<file path="src/rtl/keypad_pkg.sv">
`default_nettype none
// ============================================================================
//  Module      : keypad_pkg
//  Description : Shared types and constants for the 4x4 keypad scan
//                controller: FSM state encoding, column reset pattern and
//                the {row, col} -> hex key map.
//  Revision    : 1.0 - initial release
// ============================================================================
package keypad_pkg;

    typedef enum logic [1:0] {
        SCAN        = 2'd0,
        DEB_PRESS   = 2'd1,
        HELD        = 2'd2,
        DEB_RELEASE = 2'd3
    } scan_state_t;

    // Column 0 is driven low first after reset.
    localparam logic [3:0] COL_RESET = 4'b1110;

    // Indexed by {row[1:0], col[1:0]}; reflects the physical keypad legend.
    localparam logic [3:0] KEYMAP [16] = '{
        4'h1, 4'h2, 4'h3, 4'hA,
        4'h4, 4'h5, 4'h6, 4'hB,
        4'h7, 4'h8, 4'h9, 4'hC,
        4'hE, 4'h0, 4'hF, 4'hD
    };

    // Index of the lowest-numbered bit that is low; used both to pick the
    // winning row among simultaneous presses and to encode the active column.
    function automatic logic [1:0] low_index(input logic [3:0] v);
        logic [1:0] idx;
        idx = 2'd0;
        for (int i = 3; i >= 0; i--) begin
            if (!v[i]) begin
                idx = 2'(i);
            end
        end
        return idx;
    endfunction

endpackage
`default_nettype wire

</file>
<file path="src/rtl/keypad_scan_ctrl_tick_gen.sv">
`default_nettype none
// ============================================================================
//  Module      : tick_gen
//  Description : Free-running divider producing a single-cycle tick every
//                TICK_DIV clocks (counter wraps at TICK_DIV-1).
//  Revision    : 1.0 - initial release
// ============================================================================
module tick_gen #(
    parameter int TICK_DIV = 10000
) (
    input  logic clk,
    input  logic reset,
    output logic tick
);

    localparam int              CNT_W = (TICK_DIV > 1) ? $clog2(TICK_DIV) : 1;
    localparam logic [CNT_W-1:0] LAST = CNT_W'(TICK_DIV - 1);

    logic [CNT_W-1:0] cnt_q;
    logic [CNT_W-1:0] cnt_d;

    // Next count: wrap to zero on the terminal value.
    always_comb begin
        cnt_d = (cnt_q == LAST) ? '0 : cnt_q + 1'b1;
    end

    // Counter register.
    always_ff @(posedge clk or posedge reset) begin
        if (reset) begin
            cnt_q <= '0;
        end else begin
            cnt_q <= cnt_d;
        end
    end

    assign tick = (cnt_q == LAST);

endmodule
`default_nettype wire

</file>
<file path="src/rtl/keypad_scan_ctrl.sv">
`default_nettype none
// ============================================================================
//  Module      : keypad_scan_ctrl
//  Description : 4x4 matrix keypad scanner. Rotates an active-low column
//                drive on each scan tick, synchronizes and debounces the row
//                returns, and emits one registered hex key event per press.
//                Optional auto-repeat while held: define KEYPAD_AUTOREPEAT_EN.
//  Revision    : 1.0 - initial release
// ============================================================================
module keypad_scan_ctrl
    import keypad_pkg::*;
#(
    parameter int TICK_DIV       = 10000,
    parameter int DEBOUNCE_TICKS = 4,
    parameter int REPEAT_TICKS   = 120
) (
    input  logic       clk,
    input  logic       reset,
    input  logic [3:0] rows,
    output logic [3:0] cols,
    output logic       key_valid,
    output logic [3:0] key_code,
    output logic       key_held
);

    // One counter serves both debounce and auto-repeat; sized for the larger.
    localparam int CNT_MAX = (DEBOUNCE_TICKS > REPEAT_TICKS) ? DEBOUNCE_TICKS : REPEAT_TICKS;
    localparam int CNT_W   = $clog2(CNT_MAX + 1);
    localparam logic [CNT_W-1:0] DEB_LAST = CNT_W'(DEBOUNCE_TICKS);
`ifdef KEYPAD_AUTOREPEAT_EN
    localparam logic [CNT_W-1:0] REP_LAST = CNT_W'(REPEAT_TICKS);
`endif

    logic             tick;
    logic [3:0]       rows_meta_q;
    logic [3:0]       rows_sync_q;
    scan_state_t      state_q,     state_d;
    logic [3:0]       cols_q,      cols_d;
    logic [1:0]       row_idx_q,   row_idx_d;
    logic [1:0]       col_idx_q,   col_idx_d;
    logic [CNT_W-1:0] cnt_q,       cnt_d;
    logic             key_valid_q, key_valid_d;
    logic [3:0]       key_code_q,  key_code_d;
    logic             key_held_q,  key_held_d;
    logic [CNT_W-1:0] cnt_inc;
    logic             row_low;
    logic [3:0]       cols_next;

    tick_gen #(
        .TICK_DIV (TICK_DIV)
    ) u_tick_gen (
        .clk   (clk),
        .reset (reset),
        .tick  (tick)
    );

    // Two-flop synchronizer; idle (all released) out of reset.
    always_ff @(posedge clk or posedge reset) begin
        if (reset) begin
            rows_meta_q <= 4'b1111;
            rows_sync_q <= 4'b1111;
        end else begin
            rows_meta_q <= rows;
            rows_sync_q <= rows_meta_q;
        end
    end

    assign cnt_inc   = cnt_q + 1'b1;
    assign row_low   = ~rows_sync_q[row_idx_q];
    assign cols_next = {cols_q[2:0], cols_q[3]};

    // Scan/debounce FSM: every transition is gated by the scan tick.
    always_comb begin
        state_d     = state_q;
        cols_d      = cols_q;
        row_idx_d   = row_idx_q;
        col_idx_d   = col_idx_q;
        cnt_d       = cnt_q;
        key_valid_d = 1'b0;
        key_code_d  = key_code_q;
        key_held_d  = key_held_q;
        if (tick) begin
            case (state_q)
                SCAN: begin
                    if (rows_sync_q == 4'b1111) begin
                        cols_d = cols_next;
                    end else begin
                        row_idx_d = low_index(rows_sync_q);
                        col_idx_d = low_index(cols_q);
                        cnt_d     = '0;
                        state_d   = DEB_PRESS;
                    end
                end
                DEB_PRESS: begin
                    if (row_low) begin
                        cnt_d = cnt_inc;
                        if (cnt_inc == DEB_LAST) begin
                            key_valid_d = 1'b1;
                            key_code_d  = KEYMAP[{row_idx_q, col_idx_q}];
                            key_held_d  = 1'b1;
                            cnt_d       = '0;
                            state_d     = HELD;
                        end
                    end else begin
                        state_d = SCAN;
                    end
                end
                HELD: begin
                    // Only the latched row matters; other rows are ignored.
                    if (!row_low) begin
                        cnt_d   = '0;
                        state_d = DEB_RELEASE;
                    end
`ifdef KEYPAD_AUTOREPEAT_EN
                    else begin
                        cnt_d = cnt_inc;
                        if (cnt_inc == REP_LAST) begin
                            key_valid_d = 1'b1;
                            cnt_d       = '0;
                        end
                    end
`endif
                end
                DEB_RELEASE: begin
                    if (!row_low) begin
                        cnt_d = cnt_inc;
                        if (cnt_inc == DEB_LAST) begin
                            key_held_d = 1'b0;
                            cols_d     = cols_next;
                            state_d    = SCAN;
                        end
                    end else begin
                        cnt_d   = '0;
                        state_d = HELD;
                    end
                end
                default: begin
                    state_d = SCAN;
                end
            endcase
        end
    end

    // FSM and output registers.
    always_ff @(posedge clk or posedge reset) begin
        if (reset) begin
            state_q     <= SCAN;
            cols_q      <= COL_RESET;
            row_idx_q   <= 2'd0;
            col_idx_q   <= 2'd0;
            cnt_q       <= '0;
            key_valid_q <= 1'b0;
            key_code_q  <= 4'h0;
            key_held_q  <= 1'b0;
        end else begin
            state_q     <= state_d;
            cols_q      <= cols_d;
            row_idx_q   <= row_idx_d;
            col_idx_q   <= col_idx_d;
            cnt_q       <= cnt_d;
            key_valid_q <= key_valid_d;
            key_code_q  <= key_code_d;
            key_held_q  <= key_held_d;
        end
    end

    assign cols      = cols_q;
    assign key_valid = key_valid_q;
    assign key_code  = key_code_q;
    assign key_held  = key_held_q;

endmodule
`default_nettype wire

</file>
<file path="config.mk">
export PLATFORM = sky130hd
export DESIGN_NAME = keypad_scan_ctrl
export DESIGN_NICKNAME = d
export VERILOG_FILES = /design/src/rtl/keypad_pkg.sv /design/src/rtl/keypad_scan_ctrl_tick_gen.sv /design/src/rtl/keypad_scan_ctrl.sv
export SDC_FILE = /design/constraint.sdc
export NUM_CORES = 1
export LEC_CHECK = 0
export ABC_CLOCK_PERIOD_IN_PS = 4950
export CORE_ASPECT_RATIO = 1.75
export CORE_MARGIN = 2
export CORE_UTILIZATION = 50
export CTS_CLUSTER_SIZE = 24
export DETAILED_ROUTE_END_ITERATION = 8
export GPL_ROUTABILITY_DRIVEN = 0
export PLACE_DENSITY = 0.8
export SYNTH_ARGS = -nofsm -noshare
export SYNTH_HDL_FRONTEND = slang
export SYNTH_SLANG_ARGS = --single-unit
</file>
<file path="constraint.sdc">
create_clock -name clk -period 4.95 [get_ports clk]
set_input_delay 0.99 -clock clk [delete_from_list [all_inputs] [get_ports clk]]
set_output_delay 0.99 -clock clk [all_outputs]
set_load 0.005 [all_outputs]
</file>
==> results.toml <==
[status]
status = "complete, no violations"

[die]
die_x_um = 55.73
dieArea_mm2 = 0.005267
die_y_um = 94.52
rows = 33
initial_core_util_pct = 51.08
core_mm2 = 0.004583
io_pins = 16

[sta]
rsz0062_at_grt = "false"
period_share_pct = 47.53
slew_viol_final = 0
setup_tns_ns = 0
hold_violations = 0
clock_skew_ns = 0.007707
relSlewSlack_pct = 59.32
timing.fmax_mhz = 425.0
worst-slew-pin-transition_ns = 0.6055
layout_min_cycle_time_ns = 2.353
setup_viol = 0

[hold_path]
hold_start = "rows_meta_q[0]"
hold_end = "rows_sync_q[0]"
holdPathStages = 0
timing.hold.worst.class = "reg -> reg"

[finish]
antenna_cells = 0
drive_above_1_share_pct = 16.31
final_cell_count_no_fill = 285
final_common_cell = "dfrtp_1"
area_growth_pct = 11.87
final_cell_mix = "dfrtp_1, inv_1, clkdlybuf4s50_1"
final_nets = 245

[global_routing]
grtUsageTotal_pct = 16.60
antenna_found_initial = 0
grt_max_degree = 46
grt_pass1_vias = 1588
grt_pass1_wl_um = 6969
overflow = 0

[route]
drt_first_pass_iters = 4
wl_per_cell_um = 13.60
drt-total-wl_um = 3876
vias = 1613
route.detailed.drc = 0
drtIter0Drc = 49
vias_per_cell = 5.660
ant_nets = 0

[power]
ir_drop_mv = 0.2424
power_leakage_nw = 1.103
power_density_mw_per_mm2 = 238.9

[critical_path]
reg2reg_depth = 4
reg2reg_to = "cols[0]"
crit_family = "flip-flops"
critPathMaxStageDelay_ns = 0.56
crit_fanout = 5
regToRegSetupSlack_ns = 2.72
cp-end-kind = "output pin"
critical_path_class = "reg -> out"
r2r_start = "row_idx_q[0]"
cp_cell_sequence = "clkdlybuf4s50_1"
start_kind = "flip-flop"
crit_required_ns = 3.96
slowest_stage = "dfstp_2"
critPathBufInv = 1
arrival_ns = 1.36

[clock_tree]
cts_setup_buffers = 0
cts_buffer_depth = 2
clk_pin_slew_worst_paths_ns = 0.08
cts-root-buf = "clkbuf_8"
holdBufCountCts = 0
cts_resized = 0
cts.htree.levels = 2
cts_sinks = 45
clk_latency_ns = 0.30
numCtsBuffers = 5
tritoncts = "done"

[synth]
yosys_warnings = 0
synth_cells = 218
synth_edf_count = 0
synth.net_count = 231
synth_cell_types = 45
async_flop_share_pct = 100.0
syn_avg_cell_area_um2 = 10.74
ys_seq_elements = 45
seq_area_frac_synth_pct = 48.69
ys.flop_type = "dfrtp_1"
synth_area_mm2 = 0.002341

[placement]
io_buffers = 15
dpl.hpwl_um = 2789
placed_cells = 277

[run]
maxCapViolations = 0
metal layers:
metal,global-route usage [%],vias to the layer above,share of wire (%)
met1,19.25,780,42
li1,-,805,-
met3,3.288,7,2.4
met5,0,-,0
met2,29.37,21,53
met4,7.520,0,2.1
cells by family after synthesis:
kind of cell	after synthesis	share of synthesized area (%)
AOI/OAI and AO/OA	39	11.71
xor gates and xnor gates	11	4.115
adders and majority gates	7	3.741
buffers and inverters	25	4.169
DFF	45	48.69
muxes	16	7.804
and+or+nand+nor	75	19.78
state kept, by name, summed over array words and instances (netlist names), named ones only:
register,cells
rows_meta_q,4
cols,4
row_idx_q,2
key_held,1
col_idx_q,2
u_tick_gen.cnt_q,14
rows_sync_q,4
key_code,4
state_q,1
key_valid,1
cnt_q,7
stage by stage:
step           hold WS, ns  cell area [um^2]  worst slack [ns]  total power, mW  util (%)
2_1_floorplan       0.3452              2341             2.919           0.3928         -
3_3_place_gp        0.3458              2526             2.771           0.3998     55.12
3_5_place_dp        0.3468              2526             2.743           0.4005     55.12
4_1_cts             0.3601              2619             2.579           0.6365     57.14
5_1_grt             0.3663              2619             2.532           0.6531     57.14
6_report            0.3592              2619             2.597           0.6257     57.14
final cells by class:
type,instances,area [um^2]
clock buffer,5,68.82
clock inverter,3,23.77
fill,393,1964
inverter,16,60.06
multi-input combinational,148,1104
sequential,45,1140
tap,52,65.06
timing repair buffer,16,157.7
report_power, final:
part / internal (mW) / switching (mW)
Combinational: 0.00613 / 0.0114
Sequential: 0.373 / 0.00206
Clock: 0.102 / 0.130
cell usage after synthesis, drive strengths merged, types with 3 or more instances:
cell,n,area (um^2)
nor3,5,25.02
xor2,5,43.79
nor2,11,41.29
mux2,8,90.09
nand3,11,55.05
o2111ai,6,52.55
mux2i,7,70.07
inv,16,60.06
nor4,4,55.05
a211oi,3,22.52
dfrtp,34,850.8
dfstp,11,289.0
o21ai,11,58.81
and3,4,25.02
and2,9,57.56
nand4,6,52.55
ha,7,87.58
clkbuf,6,22.52
a21oi,8,40.04
nand2,13,48.80
buf,3,15.01
xnor2,6,52.55
a31oi,3,18.77
worst max path at each step:
stage | start | to | slack [ns] | cells past startpoint
floorplan | reset | asynchronous set/reset pin | 2.92 | 1
finish | cols[1] | cols[1] | 2.60 | 1
detailed placement | row_idx_q[0] | cols[0] | 2.74 | 4
global route | cols[3] | cols[3] | 2.53 | 1
global placement | row_idx_q[0] | cols[0] | 2.77 | 4
CTS | cols[2] | cols[2] | 2.58 | 1
(Power assumes the default switching activity.)
